File: config.mk
export PLATFORM = sky130hd
export DESIGN_NAME = csla_add_arbiter
export DESIGN_NICKNAME = d
export VERILOG_FILES = /design/src/rtl/csla_arb_pkg.sv /design/src/rtl/csla32bit.sv /design/src/rtl/csla_add_arbiter_rr.sv /design/src/rtl/csla_add_arbiter.sv
export SDC_FILE = /design/constraint.sdc
export NUM_CORES = 1
export LEC_CHECK = 0
export CAP_MARGIN = 30
export CORE_ASPECT_RATIO = 1.5
export CORE_MARGIN = 5
export CORE_UTILIZATION = 35
export DETAILED_ROUTE_END_ITERATION = 8
export GPL_TIMING_DRIVEN = 0
export PLACE_DENSITY = 0.77
export SLEW_MARGIN = 10
export SYNTH_ARGS = -nofsm -noshare
export SYNTH_HDL_FRONTEND = slang
export SYNTH_SLANG_ARGS = --single-unit
File: constraint.sdc
create_clock -name CLK -period 9.65 [get_ports CLK]
set_input_delay 1.4475 -clock CLK [delete_from_list [all_inputs] [get_ports CLK]]
set_output_delay 1.4475 -clock CLK [all_outputs]
set_load 0.005 [all_outputs]
File: src/rtl/csla_arb_pkg.sv
// Shared constants, response record and helpers for the adder arbiter.
package csla_arb_pkg;

  localparam int CSLA_W    = 32;
  localparam int N_REQ_MAX = 8;

  // Ceiling log2, never less than 1 so index vectors always have a bit.
  function automatic int clog2(input int value);
    int r;
    int v;
    r = 0;
    v = value - 1;
    while (v > 0) begin
      r++;
      v = v >> 1;
    end
    return (r < 1) ? 1 : r;
  endfunction

  localparam int ID_W = clog2(N_REQ_MAX);

  // Response slot contents: sum, carry-out and owning requester.
  typedef struct packed {
    logic [CSLA_W-1:0] s;
    logic              cout;
    logic [ID_W-1:0]   id;
  } rsp_t;

  typedef enum logic {
    SLOT_EMPTY = 1'b0,
    SLOT_FULL  = 1'b1
  } slot_state_t;

endpackage

File: src/rtl/csla32bit.sv
// 32-bit carry-select adder: 4-bit blocks precompute both carry cases and
// the incoming block carry picks one.
module CSLA32Bit (
  input  logic [31:0] A,
  input  logic [31:0] B,
  input  logic        Cin,
  output logic [31:0] S,
  output logic        Cout
);

  localparam int BLK   = 4;
  localparam int N_BLK = 32 / BLK;

  logic [N_BLK:0] carry;

  assign carry[0] = Cin;

  generate
    for (genvar gi = 0; gi < N_BLK; gi++) begin : g_blk
      logic [BLK:0] sum0;
      logic [BLK:0] sum1;
      // Both candidate results, independent of the incoming carry.
      assign sum0 = {1'b0, A[gi*BLK +: BLK]} + {1'b0, B[gi*BLK +: BLK]};
      assign sum1 = {1'b0, A[gi*BLK +: BLK]} + {1'b0, B[gi*BLK +: BLK]} + {{BLK{1'b0}}, 1'b1};
      assign S[gi*BLK +: BLK] = carry[gi] ? sum1[BLK-1:0] : sum0[BLK-1:0];
      assign carry[gi+1]      = carry[gi] ? sum1[BLK]     : sum0[BLK];
    end
  endgenerate

  assign Cout = carry[N_BLK];

endmodule

File: src/rtl/csla_add_arbiter_rr.sv
// Combinational round-robin arbiter: first requester at or above ptr, wrapping.
module rr_arbiter
  import csla_arb_pkg::*;
#(
  parameter  int N  = 4,
  localparam int IW = clog2(N)
) (
  input  logic [N-1:0]  req,
  input  logic [IW-1:0] ptr,
  output logic [N-1:0]  grant,
  output logic [IW-1:0] idx
);

  // Search upward from ptr; the first valid index found wins.
  always_comb begin
    int  p;
    logic found;
    grant = '0;
    idx   = '0;
    found = 1'b0;
    p     = 0;
    for (int k = 0; k < N; k++) begin
      p = int'(ptr) + k;
      if (p >= N) p = p - N;
      if (!found && req[p]) begin
        found    = 1'b1;
        grant[p] = 1'b1;
        idx      = IW'(p);
      end
    end
  end

endmodule

File: src/rtl/csla_add_arbiter.sv
// Shared carry-select adder front end: round-robin grant, one registered
// response slot, and a per-requester saved carry for multi-word chains.
module csla_add_arbiter
  import csla_arb_pkg::*;
#(
  parameter  int N_REQ = 4,
  parameter  int W     = CSLA_W,
  localparam int IW    = clog2(N_REQ)
) (
  input  logic               CLK,
  input  logic               RST_N,
  input  logic [N_REQ-1:0]   REQ_VALID,
  output logic [N_REQ-1:0]   REQ_READY,
  input  logic [N_REQ*W-1:0] REQ_A,
  input  logic [N_REQ*W-1:0] REQ_B,
  input  logic [N_REQ-1:0]   REQ_CIN,
  input  logic [N_REQ-1:0]   REQ_CHAIN,
  output logic               RSP_VALID,
  input  logic               RSP_READY,
  output logic [W-1:0]       RSP_S,
  output logic               RSP_COUT,
  output logic [IW-1:0]      RSP_ID
);

  slot_state_t      state_reg, state_next;
  logic [IW-1:0]    ptr_reg, ptr_next;
  logic [N_REQ-1:0] carry_reg;
  rsp_t             rsp_reg;

  logic [N_REQ-1:0] grant;
  logic [IW-1:0]    win_idx;
  logic             can_accept;
  logic             accept;
  logic [W-1:0]     win_a, win_b;
  logic             win_cin;
  logic [W-1:0]     add_s;
  logic             add_cout;
  logic             unused_id_bits;

  rr_arbiter #(.N(N_REQ)) u_arb (
    .req   (REQ_VALID),
    .ptr   (ptr_reg),
    .grant (grant),
    .idx   (win_idx)
  );

  // A new op may enter when the slot is empty or is being drained this cycle.
  always_comb begin
    can_accept = (state_reg == SLOT_EMPTY) || RSP_READY;
    REQ_READY  = grant & {N_REQ{can_accept}};
    accept     = |REQ_READY;
  end

  // Winner operand mux and carry select feeding the shared adder.
  always_comb begin
    win_a   = REQ_A[int'(win_idx)*W +: W];
    win_b   = REQ_B[int'(win_idx)*W +: W];
    win_cin = REQ_CHAIN[win_idx] ? carry_reg[win_idx] : REQ_CIN[win_idx];
  end

  CSLA32Bit u_adder (
    .A    (win_a),
    .B    (win_b),
    .Cin  (win_cin),
    .S    (add_s),
    .Cout (add_cout)
  );

  // Slot FSM next state and the pointer advance past the winner.
  always_comb begin
    state_next = state_reg;
    ptr_next   = ptr_reg;
    case (state_reg)
      SLOT_EMPTY: if (accept) state_next = SLOT_FULL;
      SLOT_FULL:  if (!accept && RSP_READY) state_next = SLOT_EMPTY;
      default:    state_next = SLOT_EMPTY;
    endcase
    if (accept) begin
      ptr_next = (int'(win_idx) == N_REQ - 1) ? '0 : win_idx + IW'(1);
    end
  end

  // State, pointer, saved carries and response capture.
  always_ff @(posedge CLK) begin
    if (!RST_N) begin
      state_reg <= SLOT_EMPTY;
      ptr_reg   <= '0;
      carry_reg <= '0;
      rsp_reg   <= '0;
    end else begin
      state_reg <= state_next;
      ptr_reg   <= ptr_next;
      if (accept) begin
        rsp_reg.s          <= add_s;
        rsp_reg.cout       <= add_cout;
        rsp_reg.id         <= ID_W'(win_idx);
        carry_reg[win_idx] <= add_cout;
      end
    end
  end

  assign RSP_VALID      = (state_reg == SLOT_FULL);
  assign RSP_S          = rsp_reg.s;
  assign RSP_COUT       = rsp_reg.cout;
  assign RSP_ID         = rsp_reg.id[IW-1:0];
  assign unused_id_bits = ^rsp_reg.id;

endmodule

==> impl_metrics.py, run 1 <==
metrics = {
    "finish": {
        "finish.instance_area_um2": 9211,
        "area_growth_syn_to_fin_pct": 61.06,
        "final_layout_size_suffix_gt1_share_pct": 2.254,
        "final.fill_count": 1586,
        "largest_register_ff_count": 32,
        "layout.cells.non_filler": 1404,
        "fin_nets": 1525,
        "n_antenna_cell": 0,
    },
    "placement": {
        "placedInstanceArea_um2": 9060,
        "gp_routability_congestion": 0.9214,
        "buffer_ports.inserted": 308,
        "placedCellCount": 1396,
        "dp.final_hpwl_um": 22430,
    },
    "clocking": {
        "clock_sinks": 42,
        "post_cts.resized_instances": 0,
        "cts_tree": "yes",
        "worst_setup_hold_path_clk_slew_ns": 0.06,
        "clk_root_buffer_cell": "sky130_fd_sc_hd__clkbuf_16",
        "ctsLongestPathBuffers": 2,
        "post-cts-setup-buffer-count": 0,
        "cts_buffers": 5,
        "clkLatencyLatePin_ns": 0.29,
        "hold_buffers": 0,
        "htreeDepth": 2,
    },
    "routing": {
        "met3WireLength_um": 1752,
        "detailroute.wirelength.met2_um": 13620,
        "route.detailed.vias_per_inst": 5.293,
        "detailedRoute.firstIterationViolations": 458,
        "drt-pass1-iter-count": 6,
        "wl_um": 26080,
        "dr.max_layer_used": "met4",
        "drtAntennaViolNets": 0,
        "vias": 7432,
        "met1Wirelength_um": 9579,
        "detail_route.drc_violations": 0,
        "route.detailed.wl_per_inst_um": 18.58,
    },
    "synth": {
        "synth.ff_latch_count": 42,
        "synthesis.area_um2": 5719,
        "synth-edff-count": 0,
        "synthesis.instances": 882,
        "synth.top_cells.by_count": "286 x sky130_fd_sc_hd__nand2_1, 61 x sky130_fd_sc_hd__and3_1, 58 x sky130_fd_sc_hd__a31oi_1",
        "syn_area_per_cell_um2": 6.484,
        "synth.top_cells.by_area": "sky130_fd_sc_hd__nand2_1 19%, sky130_fd_sc_hd__dfxtp_1 15%, sky130_fd_sc_hd__ha_1 11%",
        "postSynthNetCount": 1210,
        "synth_warnings": 0,
        "synthMostInstantiatedCell": "sky130_fd_sc_hd__nand2_1",
        "postSynth.topFlopCell": "sky130_fd_sc_hd__dfxtp_1",
        "synthDominantAreaCellType": "sky130_fd_sc_hd__nand2_1",
        "ys_types": 47,
        "synth.top_cell.area_share_pct": 18.77,
        "ys_async_sr_fraction_pct": 0,
        "seq_area_frac_synth_pct": 14.70,
    },
    "worst_setup_path": {
        "worstPathArrival_ns": 9.12,
        "timing.critical_path.to_type": "register",
        "worst_setup_path_start_kind": "input pin",
        "cp_num_buf_inv": 7,
        "cpMostUsedCell": "sky130_fd_sc_hd__mux2i_1",
        "worst-setup-path-type": "input pin to register",
        "cp_slowest_stage_delay_ns": 0.63,
        "crit_path_top_delay_cell": "sky130_fd_sc_hd__clkbuf_1",
        "timing.critical_path.required_ns": 9.85,
        "worstRegToRegCells": 29,
        "crit_cells": 26,
        "category_of_cells_accounting_for_the_largest_share_of_critical_path_delay": "multiplexers",
        "cp_max_fo": 11,
    },
    "timing": {
        "post-route-min-period_ns": 8.924,
        "layout_worst_path_cycle_share_pct": 92.48,
        "clock_skew_ns": 0.006371,
        "max_slew_margin_pct": 49.95,
        "totalNegativeSetupSlack_ns": 0,
        "achievable-frequency_mhz": 112.1,
        "hold_ws_ns": 0.4554,
        "hold_violation_count_in_the_final_report": 0,
        "final_setup_vio_count": 0,
        "rsz_0062_raised_after_global_routing": "false",
        "timing.final.max_slew_violations": 0,
        "tightest_slew_ns": 0.7507,
    },
    "grt": {
        "grtUsageTotal_pct": 25.72,
        "antenna_found_initial": 0,
        "grt_pass1_wl_um": 38320,
        "grt_pass1_vias": 7255,
        "overflow": 0,
        "grt_max_degree": 14,
    },
    "floorplan": {
        "initial_core_util_pct": 35.48,
        "die_width_um": 114.4,
        "floorplan.die_area_um2": 19050,
        "core_area_um2": 16120,
        "die_ht_um": 166.6,
        "ioPinCount": 311,
        "core.rowCount": 57,
    },
    "run_status": {
        "status": "completed",
    },
    "min_path": {
        "min-delay-path-class": "register to register",
        "timing.hold.worst_path_depth": 2,
    },
    "flow_run": {
        "cap_viol_max_count": 0,
    },
}
-- kinds of logic (layout without fill, tap and decap cells) --
family / count (synthesis) / in the layout / synth area share, %
simple gates: 475 / 475 / 36.84
compound gates: 162 / 162 / 18.07
buf+inv: 85 / 401 / 5.688
fa+ha+maj: 57 / 57 / 13.52
xor+xnor: 43 / 43 / 6.716
flops: 42 / 42 / 14.70
mux: 18 / 18 / 4.463
-- cell usage in the layout (no fill, tap or decap), drive strengths merged, types with 18 or more instances in the layout --
cell type and n:
nand2 287, o21ai 19, dfxtp 42, inv 28
and3 61, a21oi 35, a211oi 18, clkdlybuf4s50 308
nor2 53, clkbuf 57, nand3 27, xnor2 27
a31oi 58, ha 49
-- stage by stage --
step	setup WS [ns]	util, %
floorplan	2.436	-
global placement	0.6513	56.21
detailed placement	0.4980	56.21
CTS	0.7648	57.15
global route	0.3858	57.15
finish	0.7256	57.15
-- area by class of cell --
type | count | area, um^2 | share of cell area [%]
Tap cell | 206 | 257.7 | 2.798
Inverter | 28 | 105.1 | 1.141
Clock buffer | 6 | 138.9 | 1.508
Clock inverter | 2 | 12.51 | 0.1358
Sequential cell | 42 | 840.8 | 9.128
Multi-Input combinational cell | 755 | 4553 | 49.43
Buffer | 57 | 220.2 | 2.391
Timing Repair Buffer | 308 | 3083 | 33.47
-- path summary, 6_finish.rpt --
check | end | startpoint | slack [ns]
min reg2reg | RSP_S[18] | RSP_S[18] | 0.46
max | RSP_COUT | REQ_VALID[1] | 0.73
max reg2reg | RSP_COUT | ptr_reg[0] | 1.26
min | RSP_S[18] | RSP_S[18] | 0.46
-- metal layers --
metal | track usage [%] | vias up
li1 | - | 3690
met1 | 27.85 | 3363
met2 | 48.44 | 323
met3 | 3.739 | 56
met4 | 11.01 | 0
met5 | 0 | -
-- tightest hold or removal path, stage by stage, from the launching register on --
cell and delay [ns]:
sky130_fd_sc_hd__dfxtp_1 0.31, sky130_fd_sc_hd__nand2_1 0.05, sky130_fd_sc_hd__a21oi_1 0.05
Power of run 1 is left out: the tool's default activity adds up to more than one toggle a clock period on the data nets, which glitch-free logic cannot reach.
==> run 2: changes to the inputs <==
- CAP_MARGIN: 30 -> 20
- RECOVER_POWER: default -> 100
==> impl_metrics.py, run 2 (synthesis results as in run 1) <==
metrics = {
    "routing": {
        "drt-pass1-iter-count": 5,
        "drtAntennaViolNets": 0,
        "route.detailed.vias_per_inst": 5.283,
        "wl_um": 26110,
        "route.detailed.wl_per_inst_um": 18.59,
        "detailedRoute.firstIterationViolations": 458,
        "vias": 7418,
        "detail_route.drc_violations": 0,
    },
    "timing": {
        "post-route-min-period_ns": 9.078,
        "hold_violation_count_in_the_final_report": 0,
        "timing.final.max_slew_violations": 0,
        "setup_slack_ns": 0.5716,
        "max_slew_margin_pct": 46.10,
        "achievable-frequency_mhz": 110.2,
        "clock_skew_ns": 0.007593,
        "rsz_0062_raised_after_global_routing": "false",
        "tightest_slew_ns": 0.8017,
        "hold_ws_ns": 0.4516,
        "layout_worst_path_cycle_share_pct": 94.08,
        "totalNegativeSetupSlack_ns": 0,
        "final_setup_vio_count": 0,
    },
    "floorplan": {
        "ioPinCount": 311,
        "core_area_um2": 16120,
        "die_width_um": 114.4,
        "die_ht_um": 166.6,
        "initial_core_util_pct": 35.48,
        "core.rowCount": 57,
        "floorplan.die_area_um2": 19050,
    },
    "grt": {
        "grtUsageTotal_pct": 25.72,
        "antenna_found_initial": 0,
        "overflow": 0,
        "grt_pass1_wl_um": 38320,
        "grt_pass1_vias": 7255,
        "grt_max_degree": 14,
    },
    "finish": {
        "n_antenna_cell": 0,
        "area_growth_syn_to_fin_pct": 60.97,
        "fin_nets": 1525,
        "layout.cells.non_filler": 1404,
        "most-common-layout-cells": "286 x sky130_fd_sc_hd__nand2_1, 267 x sky130_fd_sc_hd__clkdlybuf4s50_1, 61 x sky130_fd_sc_hd__and3_1, 58 x sky130_fd_sc_hd__a31oi_1",
        "largest_register_ff_count": 32,
        "most_common_cell_after_layout_fill_and_taps_aside": "sky130_fd_sc_hd__nand2_1",
        "final_layout_size_suffix_gt1_share_pct": 2.170,
    },
    "worst_setup_path": {
        "cp_max_fo": 11,
        "r2r_slack_ns": 1.16,
        "category_of_cells_accounting_for_the_largest_share_of_critical_path_delay": "multiplexers",
        "crit_path_top_delay_cell": "sky130_fd_sc_hd__dlygate4sd3_1",
        "worst-setup-path-type": "input pin to register",
        "r2r-end": "RSP_COUT",
        "startpoint_of_the_worst_setup_timing_path": "REQ_VALID[1]",
        "crit_cells": 26,
        "critical_path.reg2reg.startpoint": "ptr_reg[0]",
        "worstPathArrival_ns": 9.27,
        "worst_setup_path_start_kind": "input pin",
        "cpMostUsedCell": "sky130_fd_sc_hd__mux2i_1",
        "timing.critical_path.to_type": "register",
        "timing.critical_path.required_ns": 9.84,
        "cp_slowest_stage_delay_ns": 0.67,
        "worstRegToRegCells": 29,
        "cp_num_buf_inv": 7,
    },
    "clocking": {
        "clkLatencyLatePin_ns": 0.29,
        "hold_buffers": 0,
        "clock_sinks": 42,
        "htreeDepth": 2,
        "post-cts-setup-buffer-count": 0,
        "clk_root_buffer_cell": "sky130_fd_sc_hd__clkbuf_16",
        "cts_buffers": 5,
        "cts_tree": "yes",
        "post_cts.resized_instances": 0,
        "ctsLongestPathBuffers": 2,
        "worst_setup_hold_path_clk_slew_ns": 0.06,
    },
    "min_path": {
        "destination_of_the_worst_hold_path": "RSP_S[18]",
        "min-delay-path-class": "register to register",
        "timing.hold.worst_path_depth": 2,
        "holdCritStartpoint": "RSP_S[18]",
    },
    "placement": {
        "dp.final_hpwl_um": 22430,
        "placedCellCount": 1396,
        "buffer_ports.inserted": 308,
        "post-place-ws_ns": 0.4980,
        "gp_routability_congestion": 0.9214,
    },
    "run_status": {
        "status": "completed",
    },
    "flow_run": {
        "cap_viol_max_count": 0,
    },
}
run 2: area by class of cell:
cell class                      count  area (um^2)
Fill cell                        1587         6912
Multi-Input combinational cell    755         4548
Timing Repair Buffer              308         3083
Sequential cell                    42        840.8
Tap cell                          206        257.7
Buffer                             57        220.2
Clock buffer                        6        138.9
Inverter                           28        105.1
Clock inverter                      2        12.51
run 2: worst max-delay path by stage:
stage          slack (ns)            to
6_report             0.57      RSP_COUT
5_1_grt              0.25  carry_reg[0]
4_1_cts              0.76      RSP_COUT
3_5_place_dp         0.50      RSP_COUT
3_3_place_gp         0.65      RSP_COUT
2_1_floorplan        2.44      RSP_COUT
run 2: worst reg2reg max path, delay by kind of cell (launching register included):
family,cells,cell delay (ns)
adder cells (fa/ha/maj),4,1.16
AO/OA/AOI/OAI,4,0.89
buffers and inverters,9,2.10
multiplexers,8,3.36
flip-flops,1,0.41
AND/OR/NAND/NOR,4,0.46
run 2: metal layers:
layer | vias to the layer above | wire length, um | GRT usage (%)
met5 | - | 0 | 0
met4 | 0 | 1137 | 11.01
met3 | 59 | 1741 | 3.739
met2 | 328 | 13620 | 48.44
met1 | 3336 | 9611 | 27.85
li1 | 3695 | - | -
run 2: through the flow:
stage | area (um^2) | utilization, %
after floorplan | 5719 | -
after global placement | 9060 | 56.21
after detailed placement | 9060 | 56.21
after CTS | 9211 | 57.15
after global routing | 9206 | 57.12
final | 9206 | 57.12
Power of run 2 is left out for the same reason.
==> run 3: changes to the inputs <==
- CORE_UTILIZATION: 35 -> 41
- PLACE_DENSITY: 0.77 -> 0.88
==> impl_metrics.py, run 3 (synthesis results as in run 1) <==
metrics = {
    "clocking": {
        "cts_buffers": 5,
        "clock_sinks": 42,
        "worst_setup_hold_path_clk_slew_ns": 0.06,
        "cts_tree": "yes",
        "post-cts-setup-buffer-count": 0,
        "post_cts.resized_instances": 0,
        "hold_buffers": 0,
        "clk_root_buffer_cell": "sky130_fd_sc_hd__clkbuf_16",
        "clkLatencyLatePin_ns": 0.28,
        "htreeDepth": 2,
        "ctsLongestPathBuffers": 2,
    },
    "floorplan": {
        "die_width_um": 106.4,
        "die_ht_um": 154.7,
        "initial_core_util_pct": 41.27,
        "core_area_um2": 13860,
        "core.rowCount": 53,
        "floorplan.die_area_um2": 16460,
        "ioPinCount": 311,
    },
    "routing": {
        "wl_um": 25830,
        "detail_route.drc_violations": 0,
        "drt-pass1-iter-count": 6,
        "detailedRoute.firstIterationViolations": 515,
        "drtAntennaViolNets": 0,
        "vias": 7547,
        "route.detailed.vias_per_inst": 5.537,
        "route.detailed.wl_per_inst_um": 18.95,
    },
    "timing": {
        "tightest_slew_ns": 0.8266,
        "post-route-min-period_ns": 9.100,
        "totalNegativeSetupSlack_ns": 0,
        "max_slew_margin_pct": 44.89,
        "layout_worst_path_cycle_share_pct": 94.30,
        "achievable-frequency_mhz": 109.9,
        "hold_violation_count_in_the_final_report": 0,
        "rsz_0062_raised_after_global_routing": "false",
        "clock_skew_ns": 0.004059,
        "final_setup_vio_count": 0,
        "timing.final.max_slew_violations": 0,
    },
    "placement": {
        "buffer_ports.inserted": 308,
        "gp_routability_congestion": 0.9320,
        "dp.final_hpwl_um": 21930,
    },
    "worst_setup_path": {
        "worst_setup_path_start_kind": "input pin",
        "worstPathArrival_ns": 9.24,
        "worst-setup-path-type": "input pin to register",
        "cp_num_buf_inv": 4,
        "critical_path.cell_chain": "dlygate4sd3_1 -> mux4_2 -> o221ai_1 -> o31ai_1 -> inv_2 -> clkbuf_1 -> clkbuf_1 -> nand2_1 -> and3_1 -> a31oi_1 -> ha_1 -> a21o_1 -> a21oi_1 -> xnor2_1 -> nand4_2 -> mux2i_1 -> mux2i_1 -> mux2i_1 -> mux2i_1 -> mux2i_1 -> mux2i_1 -> xor2_1 -> mux2i_1 -> a21oi_1",
        "crit_path_top_delay_cell": "sky130_fd_sc_hd__dlygate4sd3_1",
        "timing.critical_path.required_ns": 9.79,
        "cp_max_fo": 10,
        "category_of_cells_accounting_for_the_largest_share_of_critical_path_delay": "multiplexers",
        "timing.critical_path.to_type": "register",
        "cp_slowest_stage_delay_ns": 0.64,
        "cpMostUsedCell": "sky130_fd_sc_hd__mux2i_1",
    },
    "finish": {
        "fin_nets": 1525,
        "largest_register_ff_count": 32,
        "final_layout_size_suffix_gt1_share_pct": 2.003,
        "n_antenna_cell": 0,
        "most-common-layout-cells": "286 x sky130_fd_sc_hd__nand2_1, 267 x sky130_fd_sc_hd__clkdlybuf4s50_1, 61 x sky130_fd_sc_hd__and3_1, 58 x sky130_fd_sc_hd__a31oi_1, 53 x sky130_fd_sc_hd__nor2_1",
        "area_growth_syn_to_fin_pct": 60.14,
        "most_common_cell_after_layout_fill_and_taps_aside": "sky130_fd_sc_hd__nand2_1",
    },
    "min_path": {
        "min-delay-path-class": "register to register",
    },
    "grt": {
        "grt_pass1_vias": 7390,
        "grt_pass1_wl_um": 38040,
        "overflow": 0,
        "grt_max_degree": 13,
        "antenna_found_initial": 0,
        "grtUsageTotal_pct": 29.32,
    },
    "run_status": {
        "status": "completed",
    },
    "flow_run": {
        "cap_viol_max_count": 0,
    },
}
-- run 3: cell count changes in the layout (fill, tap and decap cells not counted), sizes merged --
cell      change
buf           +1
clkinvlp      -1
clkinv        -1
clkbuf        +1
-- run 3: area by class of cell --
type | count | area, um^2
plain buffers | 57 | 220.2
clock buffers | 8 | 166.4
fillers | 1215 | 4701
inverters | 28 | 105.1
multi-input cells | 755 | 4537
flip-flops and latches | 42 | 840.8
well taps | 165 | 206.4
repair buffers | 308 | 3083
-- run 3: routing by layer --
layer  up-vias  GRT usage, %  wire (um)
li1       3686             -          -
met2       366         54.91      13340
met5         -             0          0
met1      3410         30.46       8991
met4         0         16.82       1604
met3        85         4.635       1893
-- run 3: worst paths after layout --
path | depth (start not counted) | start | end | slack [ns]
setup / recovery | 24 | REQ_VALID[0] | RSP_S[29] | 0.55
hold / removal | 2 | RSP_S[10] | RSP_S[10] | 0.45
setup reg to reg | 27 | ptr_reg[0] | RSP_S[29] | 1.10
hold reg to reg | 2 | RSP_S[10] | RSP_S[10] | 0.45
-- run 3: worst reg2reg max path, stage by stage, from the launching register on --
cell and delay (ns):
sky130_fd_sc_hd__dfxtp_1 0.40, sky130_fd_sc_hd__buf_2 0.25, sky130_fd_sc_hd__inv_1 0.13, sky130_fd_sc_hd__ha_1 0.31, sky130_fd_sc_hd__buf_4 0.17, sky130_fd_sc_hd__mux4_2 0.60
sky130_fd_sc_hd__o221ai_1 0.24, sky130_fd_sc_hd__o31ai_1 0.22, sky130_fd_sc_hd__inv_2 0.22, sky130_fd_sc_hd__clkbuf_1 0.50, sky130_fd_sc_hd__clkbuf_1 0.40, sky130_fd_sc_hd__nand2_1 0.11
sky130_fd_sc_hd__and3_1 0.18, sky130_fd_sc_hd__a31oi_1 0.43, sky130_fd_sc_hd__ha_1 0.34, sky130_fd_sc_hd__a21o_1 0.17, sky130_fd_sc_hd__a21oi_1 0.20, sky130_fd_sc_hd__xnor2_1 0.22
sky130_fd_sc_hd__nand4_2 0.19, sky130_fd_sc_hd__mux2i_1 0.33, sky130_fd_sc_hd__mux2i_1 0.38, sky130_fd_sc_hd__mux2i_1 0.38, sky130_fd_sc_hd__mux2i_1 0.39, sky130_fd_sc_hd__mux2i_1 0.40
sky130_fd_sc_hd__mux2i_1 0.41, sky130_fd_sc_hd__xor2_1 0.50, sky130_fd_sc_hd__mux2i_1 0.28, sky130_fd_sc_hd__a21oi_1 0.10
-- run 3: stage by stage --
stage,cell area [um^2],instances,hold WS [ns],util (%),setup slack [ns]
finish,9159,1363,0.4512,66.08,0.5503
global route,9159,1363,0.4761,66.08,0.1168
CTS,9175,1363,0.4606,66.20,0.8109
detailed placement,9009,1355,0.4545,65.00,0.5352
global placement,9009,1355,0.4396,65.00,0.7345
floorplan,5719,882,0.4479,-,2.436
Power of run 3 is left out for the same reason.
